## src/rtl/mul_div_if.sv

```systemverilog
// Execute-stage mul/div request/response bundle.
// The decode side issues operations; the unit returns busy/done and HI/LO.
interface mul_div_if;
  logic        md_valid;
  logic [2:0]  md_op;
  logic [31:0] src_a;
  logic [31:0] src_b;
  logic        flush;
  logic        busy;
  logic        done;
  logic [31:0] hi;
  logic [31:0] lo;

  modport master (
    output md_valid, md_op, src_a, src_b, flush,
    input  busy, done, hi, lo
  );

  modport slave (
    input  md_valid, md_op, src_a, src_b, flush,
    output busy, done, hi, lo
  );
endinterface

```

## src/rtl/mul_div_unit.sv

```systemverilog
// Multi-cycle multiply/divide unit with architectural HI/LO registers.
// Multiply completes one cycle after issue; divide is a restoring divider
// producing one quotient bit per cycle, MSB first, on magnitudes, with the
// sign fixed up when the last bit is produced.
module mul_div_unit #(
  parameter int DIV_CYCLES = 32
) (
  input  logic      clk,
  input  logic      rst,
  mul_div_if.slave  md
);

  localparam int CNT_W = (DIV_CYCLES > 1) ? $clog2(DIV_CYCLES) : 1;

  localparam logic [2:0] OP_MULT  = 3'd1;
  localparam logic [2:0] OP_MULTU = 3'd2;
  localparam logic [2:0] OP_DIV   = 3'd3;
  localparam logic [2:0] OP_DIVU  = 3'd4;
  localparam logic [2:0] OP_MTHI  = 3'd5;
  localparam logic [2:0] OP_MTLO  = 3'd6;

  typedef enum logic [1:0] {
    IDLE = 2'd0,
    MUL  = 2'd1,
    DIV  = 2'd2
  } state_t;

  // Control state (reset)
  state_t           state_q, state_d;
  logic [CNT_W-1:0] cnt_q, cnt_d;
  logic [31:0]      hi_q, hi_d;
  logic [31:0]      lo_q, lo_d;
  logic             done_q, done_d;

  // Operand / datapath state (no reset needed; only meaningful while busy)
  logic [31:0]      opa_q, opa_d;    // multiplicand, or dividend/quotient shift register
  logic [31:0]      opb_q, opb_d;    // multiplier, or divisor magnitude
  logic [31:0]      rem_q, rem_d;    // partial remainder
  logic [31:0]      orig_q, orig_d;  // raw dividend for the divide-by-zero result
  logic             msign_q, msign_d;
  logic             qneg_q, qneg_d;
  logic             rneg_q, rneg_d;
  logic             dbz_q, dbz_d;

  logic             busy;
  logic             accept;
  logic             div_signed;
  logic [31:0]      a_abs;
  logic [31:0]      b_abs;

  logic signed [63:0] mul_a;
  logic signed [63:0] mul_b;
  logic signed [63:0] prod;

  logic [32:0]      rem_sh;
  logic [33:0]      diff;
  logic             q_bit;
  logic [31:0]      rem_nx;
  logic [31:0]      quo_nx;
  logic [31:0]      quo_fix;
  logic [31:0]      rem_fix;

  assign busy   = (state_q != IDLE);
  assign accept = md.md_valid & ~busy & ~md.flush;

  // Operand magnitudes for signed divide
  assign div_signed = (md.md_op == OP_DIV);
  assign a_abs = (div_signed && md.src_a[31]) ? (32'd0 - md.src_a) : md.src_a;
  assign b_abs = (div_signed && md.src_b[31]) ? (32'd0 - md.src_b) : md.src_b;

  // Sign-extending to 64 bits gives the exact product in the low 64 bits
  // for both the signed and unsigned flavours.
  assign mul_a = {{32{msign_q & opa_q[31]}}, opa_q};
  assign mul_b = {{32{msign_q & opb_q[31]}}, opb_q};
  assign prod  = mul_a * mul_b;

  // One restoring-division step: shift in next dividend bit, trial subtract
  assign rem_sh  = {rem_q, opa_q[31]};
  assign diff    = {1'b0, rem_sh} - {2'b00, opb_q};
  assign q_bit   = ~diff[33];
  assign rem_nx  = q_bit ? diff[31:0] : rem_sh[31:0];
  assign quo_nx  = {opa_q[30:0], q_bit};
  assign quo_fix = qneg_q ? (32'd0 - quo_nx) : quo_nx;
  assign rem_fix = rneg_q ? (32'd0 - rem_nx) : rem_nx;

  // Next-state, datapath and HI/LO update logic
  always_comb begin
    state_d = state_q;
    cnt_d   = cnt_q;
    hi_d    = hi_q;
    lo_d    = lo_q;
    done_d  = 1'b0;
    opa_d   = opa_q;
    opb_d   = opb_q;
    rem_d   = rem_q;
    orig_d  = orig_q;
    msign_d = msign_q;
    qneg_d  = qneg_q;
    rneg_d  = rneg_q;
    dbz_d   = dbz_q;

    unique case (state_q)
      IDLE: begin
        if (accept) begin
          unique case (md.md_op)
            OP_MULT, OP_MULTU: begin
              opa_d   = md.src_a;
              opb_d   = md.src_b;
              msign_d = (md.md_op == OP_MULT);
              state_d = MUL;
            end
            OP_DIV, OP_DIVU: begin
              opa_d   = a_abs;
              opb_d   = b_abs;
              rem_d   = 32'd0;
              orig_d  = md.src_a;
              qneg_d  = div_signed & (md.src_a[31] ^ md.src_b[31]);
              rneg_d  = div_signed & md.src_a[31];
              dbz_d   = (md.src_b == 32'd0);
              cnt_d   = CNT_W'(DIV_CYCLES - 1);
              state_d = DIV;
            end
            OP_MTHI: hi_d = md.src_a;
            OP_MTLO: lo_d = md.src_a;
            default: ;
          endcase
        end
      end
      MUL: begin
        state_d = IDLE;
        if (!md.flush) begin
          hi_d   = prod[63:32];
          lo_d   = prod[31:0];
          done_d = 1'b1;
        end
      end
      DIV: begin
        if (md.flush) begin
          state_d = IDLE;
        end else begin
          opa_d = quo_nx;
          rem_d = rem_nx;
          if (cnt_q == '0) begin
            state_d = IDLE;
            done_d  = 1'b1;
            if (dbz_q) begin
              lo_d = 32'hFFFF_FFFF;
              hi_d = orig_q;
            end else begin
              lo_d = quo_fix;
              hi_d = rem_fix;
            end
          end else begin
            cnt_d = cnt_q - 1'b1;
          end
        end
      end
      default: state_d = IDLE;
    endcase
  end

  // Control and architectural registers, asynchronously cleared
  always_ff @(posedge clk or negedge rst) begin
    if (!rst) begin
      state_q <= IDLE;
      cnt_q   <= '0;
      hi_q    <= 32'd0;
      lo_q    <= 32'd0;
      done_q  <= 1'b0;
    end else begin
      state_q <= state_d;
      cnt_q   <= cnt_d;
      hi_q    <= hi_d;
      lo_q    <= lo_d;
      done_q  <= done_d;
    end
  end

  // Operand and partial-result registers
  always_ff @(posedge clk) begin
    opa_q   <= opa_d;
    opb_q   <= opb_d;
    rem_q   <= rem_d;
    orig_q  <= orig_d;
    msign_q <= msign_d;
    qneg_q  <= qneg_d;
    rneg_q  <= rneg_d;
    dbz_q   <= dbz_d;
  end

  assign md.busy = busy;
  assign md.done = done_q;
  assign md.hi   = hi_q;
  assign md.lo   = lo_q;

endmodule

```

## src/flat_wrapper.sv

```systemverilog
// flat-port wrapper written by rule: the top's interface ports become plain ports
module mul_div_unit_flat 
#(
  parameter int DIV_CYCLES = 32
)
  (clk, rst, md_md_valid, md_md_op, md_src_a, md_src_b, md_flush, md_busy, md_done, md_hi, md_lo);
  mul_div_if md_i ();
  input  logic clk;
  input  logic rst;
  input wire logic [$bits(md_i.md_valid)-1:0] md_md_valid;
  input wire logic [$bits(md_i.md_op)-1:0] md_md_op;
  input wire logic [$bits(md_i.src_a)-1:0] md_src_a;
  input wire logic [$bits(md_i.src_b)-1:0] md_src_b;
  input wire logic [$bits(md_i.flush)-1:0] md_flush;
  output wire logic [$bits(md_i.busy)-1:0] md_busy;
  output wire logic [$bits(md_i.done)-1:0] md_done;
  output wire logic [$bits(md_i.hi)-1:0] md_hi;
  output wire logic [$bits(md_i.lo)-1:0] md_lo;
  assign md_i.md_valid = md_md_valid;
  assign md_i.md_op = md_md_op;
  assign md_i.src_a = md_src_a;
  assign md_i.src_b = md_src_b;
  assign md_i.flush = md_flush;
  assign md_busy = md_i.busy;
  assign md_done = md_i.done;
  assign md_hi = md_i.hi;
  assign md_lo = md_i.lo;
  mul_div_unit #(.DIV_CYCLES(DIV_CYCLES)) u_core (.clk(clk), .rst(rst), .md(md_i));
endmodule
```

## config.mk

```make
export PLATFORM = sky130hd
export DESIGN_NAME = mul_div_unit_flat
export DESIGN_NICKNAME = d
export VERILOG_FILES = /design/src/rtl/mul_div_if.sv /design/src/rtl/mul_div_unit.sv /design/src/flat_wrapper.sv
export SDC_FILE = /design/constraint.sdc
export NUM_CORES = 2
export LEC_CHECK = 0
export ABC_CLOCK_PERIOD_IN_PS = 11000
export BUFFER_PORTS_ARGS = -buffer_cell sky130_fd_sc_hd__buf_2
export CORE_MARGIN = 5
export CORE_UTILIZATION = 28
export DETAILED_ROUTE_END_ITERATION = 8
export GPL_ROUTABILITY_DRIVEN = 0
export GPL_TIMING_DRIVEN = 0
export PLACE_DENSITY = 0.4
export SYNTH_ARGS = -nofsm -noshare
export SYNTH_HDL_FRONTEND = slang
export SYNTH_SLANG_ARGS = --single-unit
export TNS_END_PERCENT = 100
```

## constraint.sdc

```tcl
create_clock -name clk -period 11 [get_ports clk]
set_input_delay 0 -clock clk [delete_from_list [all_inputs] [get_ports clk]]
set_output_delay 0 -clock clk [all_outputs]
set_load 0.03 [all_outputs]
```

## Word-level counts from Yosys, hierarchy flattened

Cells that the tools add are included.

| operators by class | value |
|---|---|
| add/subtract/negate cells | 6 |
| multipliers | 1 |
| divide/modulo/power cells | 0 |
| $lt $le $gt $ge | 0 |
| eq/ne operators | 18 |
| shift-type cells | 0 |
| multiplexer cells | 42 |
| bitwise logic cells | 10 |
| reduce and logical (&&, ||, !) cells | 20 |

Operators by type and width:

| operator | count |
|---|---|
| 2-to-1 mux 32 bit | 22 |
| case mux 32 bit (2 select lines) | 4 |
| case mux 32 bit (3 select lines) | 2 |
| subtractor 1 x 32 -> 32 bit, first input constant | 4 |
| multiplier 33 x 33 -> 64 bit | 1 |
| subtractor 33 x 32 -> 34 bit | 1 |
| logical NOT 32 bit | 1 |
| 2-to-1 mux 5 bit | 4 |
| != test 2 bit, second input constant | 6 |
| AND reduction 3 bit | 4 |
| AND reduction 6 bit | 2 |
| case mux 5 bit (2 select lines) | 1 |
| equality test 3 bit, second input constant | 3 |
| case mux 2 bit (2 select lines) | 2 |
| AND reduction 4 bit | 2 |
| AND 1 bit | 6 |
| equality test 3 x 2 -> 1 bit, second input constant | 2 |
| 2-to-1 mux 2 bit | 3 |
| nonzero test 2 bit | 3 |
| logical NOT 5 bit | 1 |
| AND reduction 5 bit | 1 |
| subtractor 5 x 1 -> 5 bit, second input constant | 1 |
| != test 2 x 1 -> 1 bit, second input constant | 2 |
| OR reduction 2 bit | 2 |
| other kinds (12) | 17 |

| word-level totals | value |
|---|---|
| register bits | 204 |
| bits in latches | 0 |
| bits in writable memories | 0 |
| memory bits (read-only) | 0 |
| bits of input ports | 71 |
| memories | 0 |

## Logic depth before layout (Yosys ltp)

| depth | value |
|---|---|
| depth in word-level cells | 8 |
| gate-level depth with buffers | 32 |
| gate-level depth less buffers | 30 |

## Worst setup path after synthesis

Ideal clock, no wire load.

| timing path | value |
|---|---|
| path type | reg2reg |
| start point | reg u_core.msign_q |
| end point | reg u_core.hi_q[30] (netlist: u_core.md.hi[30]) |
| setup time | 0.137 ns |
| arrival | 8.070 ns |
| data required time | 10.863 ns |
| path slack | 2.793 ns |
| cell stages (with the launch flop) | 29 |
| path buffers | 3 |
| period minus slack after synthesis | 8.207 ns |
| path through | edfxtp_1 > clkbuf_1 > clkbuf_1 > and3_1 > fa_1 > fa_1 > fa_1 > inv_1 > fa_1 > inv_1 > fa_1 > fa_1 > fa_1 > inv_1 > fa_1 > inv_1 > ha_1 > clkbuf_1 > nand3_1 > or2_2 > nor2_1 > and2_1 > a21oi_1 > or4_1 > a31oi_1 > a221oi_1 > xnor2_1 > a221oi_1 > o211ai_1 |

| between the ends | value |
|---|---|
| word-level cells in the longest chain between the ends | 4 |
| elaborated cells between the ends (all ways) | 5 |
| those cells by class | mul: 1; mux: 2; bitwise: 2 |

RTL lines:

| what | RTL line | text |
|---|---|---|
| start, declared | mul_div_unit.sv:40 | `logic msign_q, msign_d;` |
| start signal, assigned | mul_div_unit.sv:185 | `msign_q <= msign_d;` |
| AND 1 bit (on tied branches) | mul_div_unit.sv:73, mul_div_unit.sv:74 |  |
| multiplier 33 x 33 -> 64 bit (*) | mul_div_unit.sv:75 | `assign prod = mul_a * mul_b;` |
| 2-to-1 mux 32 bit (*) | mul_div_unit.sv:131 | `if (!md.flush) begin` |
| case mux 32 bit (3 select lines) (*) | mul_div_unit.sv:102 | `unique case (state_q)` |
| end signal, assigned | mul_div_unit.sv:173 | `hi_q <= hi_d;` |
| end, declared | mul_div_unit.sv:31 | `logic [31:0] hi_q, hi_d;` |

Mark *: on every way between the ends. The rest lies on a longest branch, timed or not. The select of a mux whose other input is x is not followed.
A chain may end at the register's enable or synchronous reset.

## Worst setup path after layout

| timing path | value |
|---|---|
| start point | reg u_core.opb_q[22] |
| end point | reg u_core.hi_q[28] (netlist: u_core.md.hi[28]) |

| between the ends | value |
|---|---|
| word-level cells in the longest chain between the ends | 8 |
| elaborated cells between the ends (all ways) | 10 |
| those cells by class | add/sub: 2; mul: 1; mux: 7 |

RTL lines:

| what | RTL line | text |
|---|---|---|
| start, declared | mul_div_unit.sv:37 | `logic [31:0] opb_q, opb_d;` |
| start signal, assigned | mul_div_unit.sv:182 | `opb_q <= opb_d;` |
| subtractor 33 x 32 -> 34 bit | mul_div_unit.sv:79 | `assign diff = {1'b0, rem_sh} - {2'b00, opb_q};` |
| 2-to-1 mux 32 bit | mul_div_unit.sv:81 | `assign rem_nx = q_bit ? diff[31:0] : rem_sh[31:0];` |
| subtractor 1 x 32 -> 32 bit | mul_div_unit.sv:84 | `assign rem_fix = rneg_q ? (32'd0 - rem_nx) : rem_nx;` |
| 2-to-1 mux 32 bit | mul_div_unit.sv:84 |  |
| 2-to-1 mux 32 bit | mul_div_unit.sv:146 | `if (dbz_q) begin` |
| 2-to-1 mux 32 bit | mul_div_unit.sv:143 | `if (cnt_q == '0) begin` |
| 2-to-1 mux 32 bit | mul_div_unit.sv:138 | `if (md.flush) begin` |
| case mux 32 bit (3 select lines) (*) | mul_div_unit.sv:102 |  |

Marks and branches as above.

==> metrics.md <==
| Metric | Value |
|---|---|
| Overflow after GRT | 0 |
| Most used DFF post-synth | edfxtp_1 |
| CP max stage cell | clkbuf_1 |
| Initial antenna violation count | 33 |
| CTS clk-pin slew, worst paths | 0.06 ns |
| Synthesis-stage register bit count | 204 |
| Drt pass-1 iters | 5 |
| Commonest non-fill, non-tap cell in the layout | inv_1 |
| DIE HEIGHT | 440.8 µm |
| TritonCTS Sinks | 204 |
| Synth top area share | 0.4337 |
| Synth Area in XOR/XNOR | 0.03438 |
| Number of CTS-inserted buffers | 27 |
| Final setup fails | 0 |
| Share of cells above drive strength 1 | 0.04675 |
| Worst path max stage delay | 1.14 ns |
| DRT iter0 DRCs | 3858 |
| Post-synthesis cell type count | 90 |
| Area leader, netlist | fa_1 |
| Vias in the first global route | 44847 |
| Actual slew at the worst max-slew pin | 1.472 ns |
| Drt via density | 4.996 |
| WS Path Type | reg -> reg |
| Final hold vios | 0 |
| CTS Buffer Depth | 3 |
| CP required | 11.50 ns |
| Die area | 0.1943 mm² |
| Seq/Total Area, Yosys | 0.1109 |
| Peak Freq | 91.80 MHz |
| Number of buffers added on ports | 134 |
| Adder-cell share of the synthesized area | 0.4951 |
| Min Tclk post-route | 10.89 ns |
| Hold Startpoint | md_flush |
| Mapped Cells | 5766 |
| Largest family of logic cells by synthesized area | adder cells |
| Worst-path maximum fanout | 10 |
| Post-synth EDFFs | 132 |
| Post-synthesis simple-gate area fraction | 0.1555 |
| DR WL/cell | 29.04 µm |
| Number of vias in the routed layout | 42750 |
| Clock Latency Late Sink | 0.60 ns |
| Setup crit end kind | flip-flop |
| Max cap viols | 0 |
| Root Driver | clkbuf_16 |
| Largest net degree at the start of global routing | 52 |
| Setup WS pre-CTS | -0.1380 ns |
| RSZ-0062 raised after global routing | no |
| Ys Warns | 0 |
| Complex-gate fraction of the synthesized area | 0.08554 |
| Total Routing Usage GR | 0.2564 |
| Routed Antenna Nets | 0 |
| Most frequent cells in the layout | inv_1 (1184), fa_1 (1124), nand2_1 (890) |
| Synthesized area | 0.05197 mm² |
| Routed WL | 248400 µm |
| Period Utilization, post-route | 0.9902 |
| Reg-to-reg slack, setup | 0.11 ns |
| Die Wd | 440.8 µm |
| Worst setup SP type | flip-flop |
| Final core utilization | 0.3131 |
| Syn_area_per_cell | 9.014 µm² |
| Worst EP arrival | 11.39 ns |
| Clock Skews | 0.02059 ns |
| TritonCTS clock tree | done |
| Synth-to-layout area growth | 11.48% |
| Rel. slew slack | 0.01875 |
| DRC | 0 |
| Most frequent CP cell | fa_1 |
| Area of the core | 0.1850 mm² |
| Starting Density | 0.2809 |
| Asr flop ratio synth | 0.3529 |
| Worst setup margin | 0.1073 ns |
| Std cell rows | 158 |
| # IOs | 137 |
| Top cells by area, synth | fa_1 (43%), inv_1 (8.6%), edfxtp_1 (7.6%) |
| Max-slew violation count | 0 |
| Mux share of post-synthesis cell area | 0.007222 |
| Hold crit path type | in -> reg |
| Reg-to-reg startpoint | u_core.opb_q[22] |
| Largest delay contributor family on the critical path | adder cells |
| Final nets | 7485 |
| CP Buf/Inv Count | 7 |
| Outcome | completed |
| Syn nets | 7218 |
| H-Tree Depth | 1 |
| CP startpoint | u_core.opb_q[22] |
| Post-DP HPWL | 208800 µm |
| First-pass GRT wire length | 352100 µm |
==> per-stage QoR <==
step | instance area (µm²) | std cells | setup TNS, ns | hold slack, ns
2_1_floorplan | 51970 | 5766 | 0 | -0.2956
3_3_place_gp | 55750 | 8380 | -4.550 | 0.2121
3_5_place_dp | 55940 | 8391 | -0.2521 | -0.06228
4_1_cts | 57780 | 8532 | 0 | 0.006841
5_1_grt | 57880 | 8534 | 0 | 0.02144
6_report | 57940 | 8556 | 0 | 0.01765
==> cell usage after synthesis, types with 35 or more instances <==
master,count
a221oi_1,35
nor3_1,38
a21o_1,61
edfxtp_1,132
fa_1,1126
and2_1,320
nor2_1,220
xor2_1,73
a21oi_1,141
nand3_1,37
xnor2_1,131
nand2b_1,40
ha_1,255
o21ai_0,179
nand2_1,890
dfrtp_1,72
clkbuf_1,313
o31ai_1,51
inv_1,1184
==> state kept, by name, indices dropped and copies added (netlist names) <==
| signal | cells |
|---|---|
| u_core.cnt_q | 5 |
| u_core.dbz_q | 1 |
| u_core.md.done | 1 |
| u_core.md.hi | 32 |
| u_core.md.lo | 32 |
| u_core.msign_q | 1 |
| u_core.opa_q | 32 |
| u_core.opb_q | 32 |
| u_core.orig_q | 32 |
| u_core.qneg_q | 1 |
| u_core.rem_q | 32 |
| u_core.rneg_q | 1 |
| u_core.state_q | 2 |
==> worst paths after layout <==
kind / depth (start not counted) / end
setup / recovery: 29 / u_core.md.hi[28]
hold / removal: 2 / u_core.md.done
setup reg to reg: 29 / u_core.md.hi[28]
hold reg to reg: 2 / u_core.md.lo[24]
max in group asynchronous: 4 / u_core.md.hi[7]
min in group asynchronous: 4 / u_core.md.done
==> kinds of logic (layout without fill, tap and decap cells) <==
family          count (synthesis)  in the layout
flops                         204            204
simple gates                 1729           1729
other cells                     0             22
buf+inv                      1533           1821
compound gates                678            678
xor+xnor                      204            204
fa+ha+maj                    1381           1381
mux                            37             37
==> routing by layer <==
layer / share of wire / vias up / track usage / wire (µm)
met5: 0.00016 / - / 0 / 40
met4: 0.058 / 6 / 0.1182 / 14350
met3: 0.065 / 354 / 0.03524 / 16060
met2: 0.45 / 1626 / 0.4033 / 111400
met1: 0.43 / 22575 / 0.3506 / 106500
li1: - / 18189 / - / -
==> final cells by class <==
class	count	area [µm²]
fill	20019	127100
multi-input combinational	4029	40460
sequential	204	5766
inverter	1189	4466
tap	2480	3103
timing repair buffer	246	1857
buffer	336	1340
clock buffer	33	728.2
clock inverter	17	163.9
antenna	22	55.05
==> timing repair <==
item / in CTS / in global routing
endpoints found under the hold margin: 201 / 0
hold buffers: 93 / 0
endpoints found under the setup margin: 3 / 5
gates resized for setup: 3 / 36
buffers inserted: 0 / 6
==> worst register-to-register path: cells and delay by family (launching register included) <==
kind	cells	cell delay [ns]
muxes	1	0.45
AOI/OAI and AO/OA	7	1.70
DFF	1	0.88
and+or+nand+nor	5	1.64
adders and majority gates	9	4.35
buffers and inverters	7	1.78
Power is left out: the tool's default activity adds up to more than one toggle a clock period on the data nets, which glitch-free logic cannot reach.
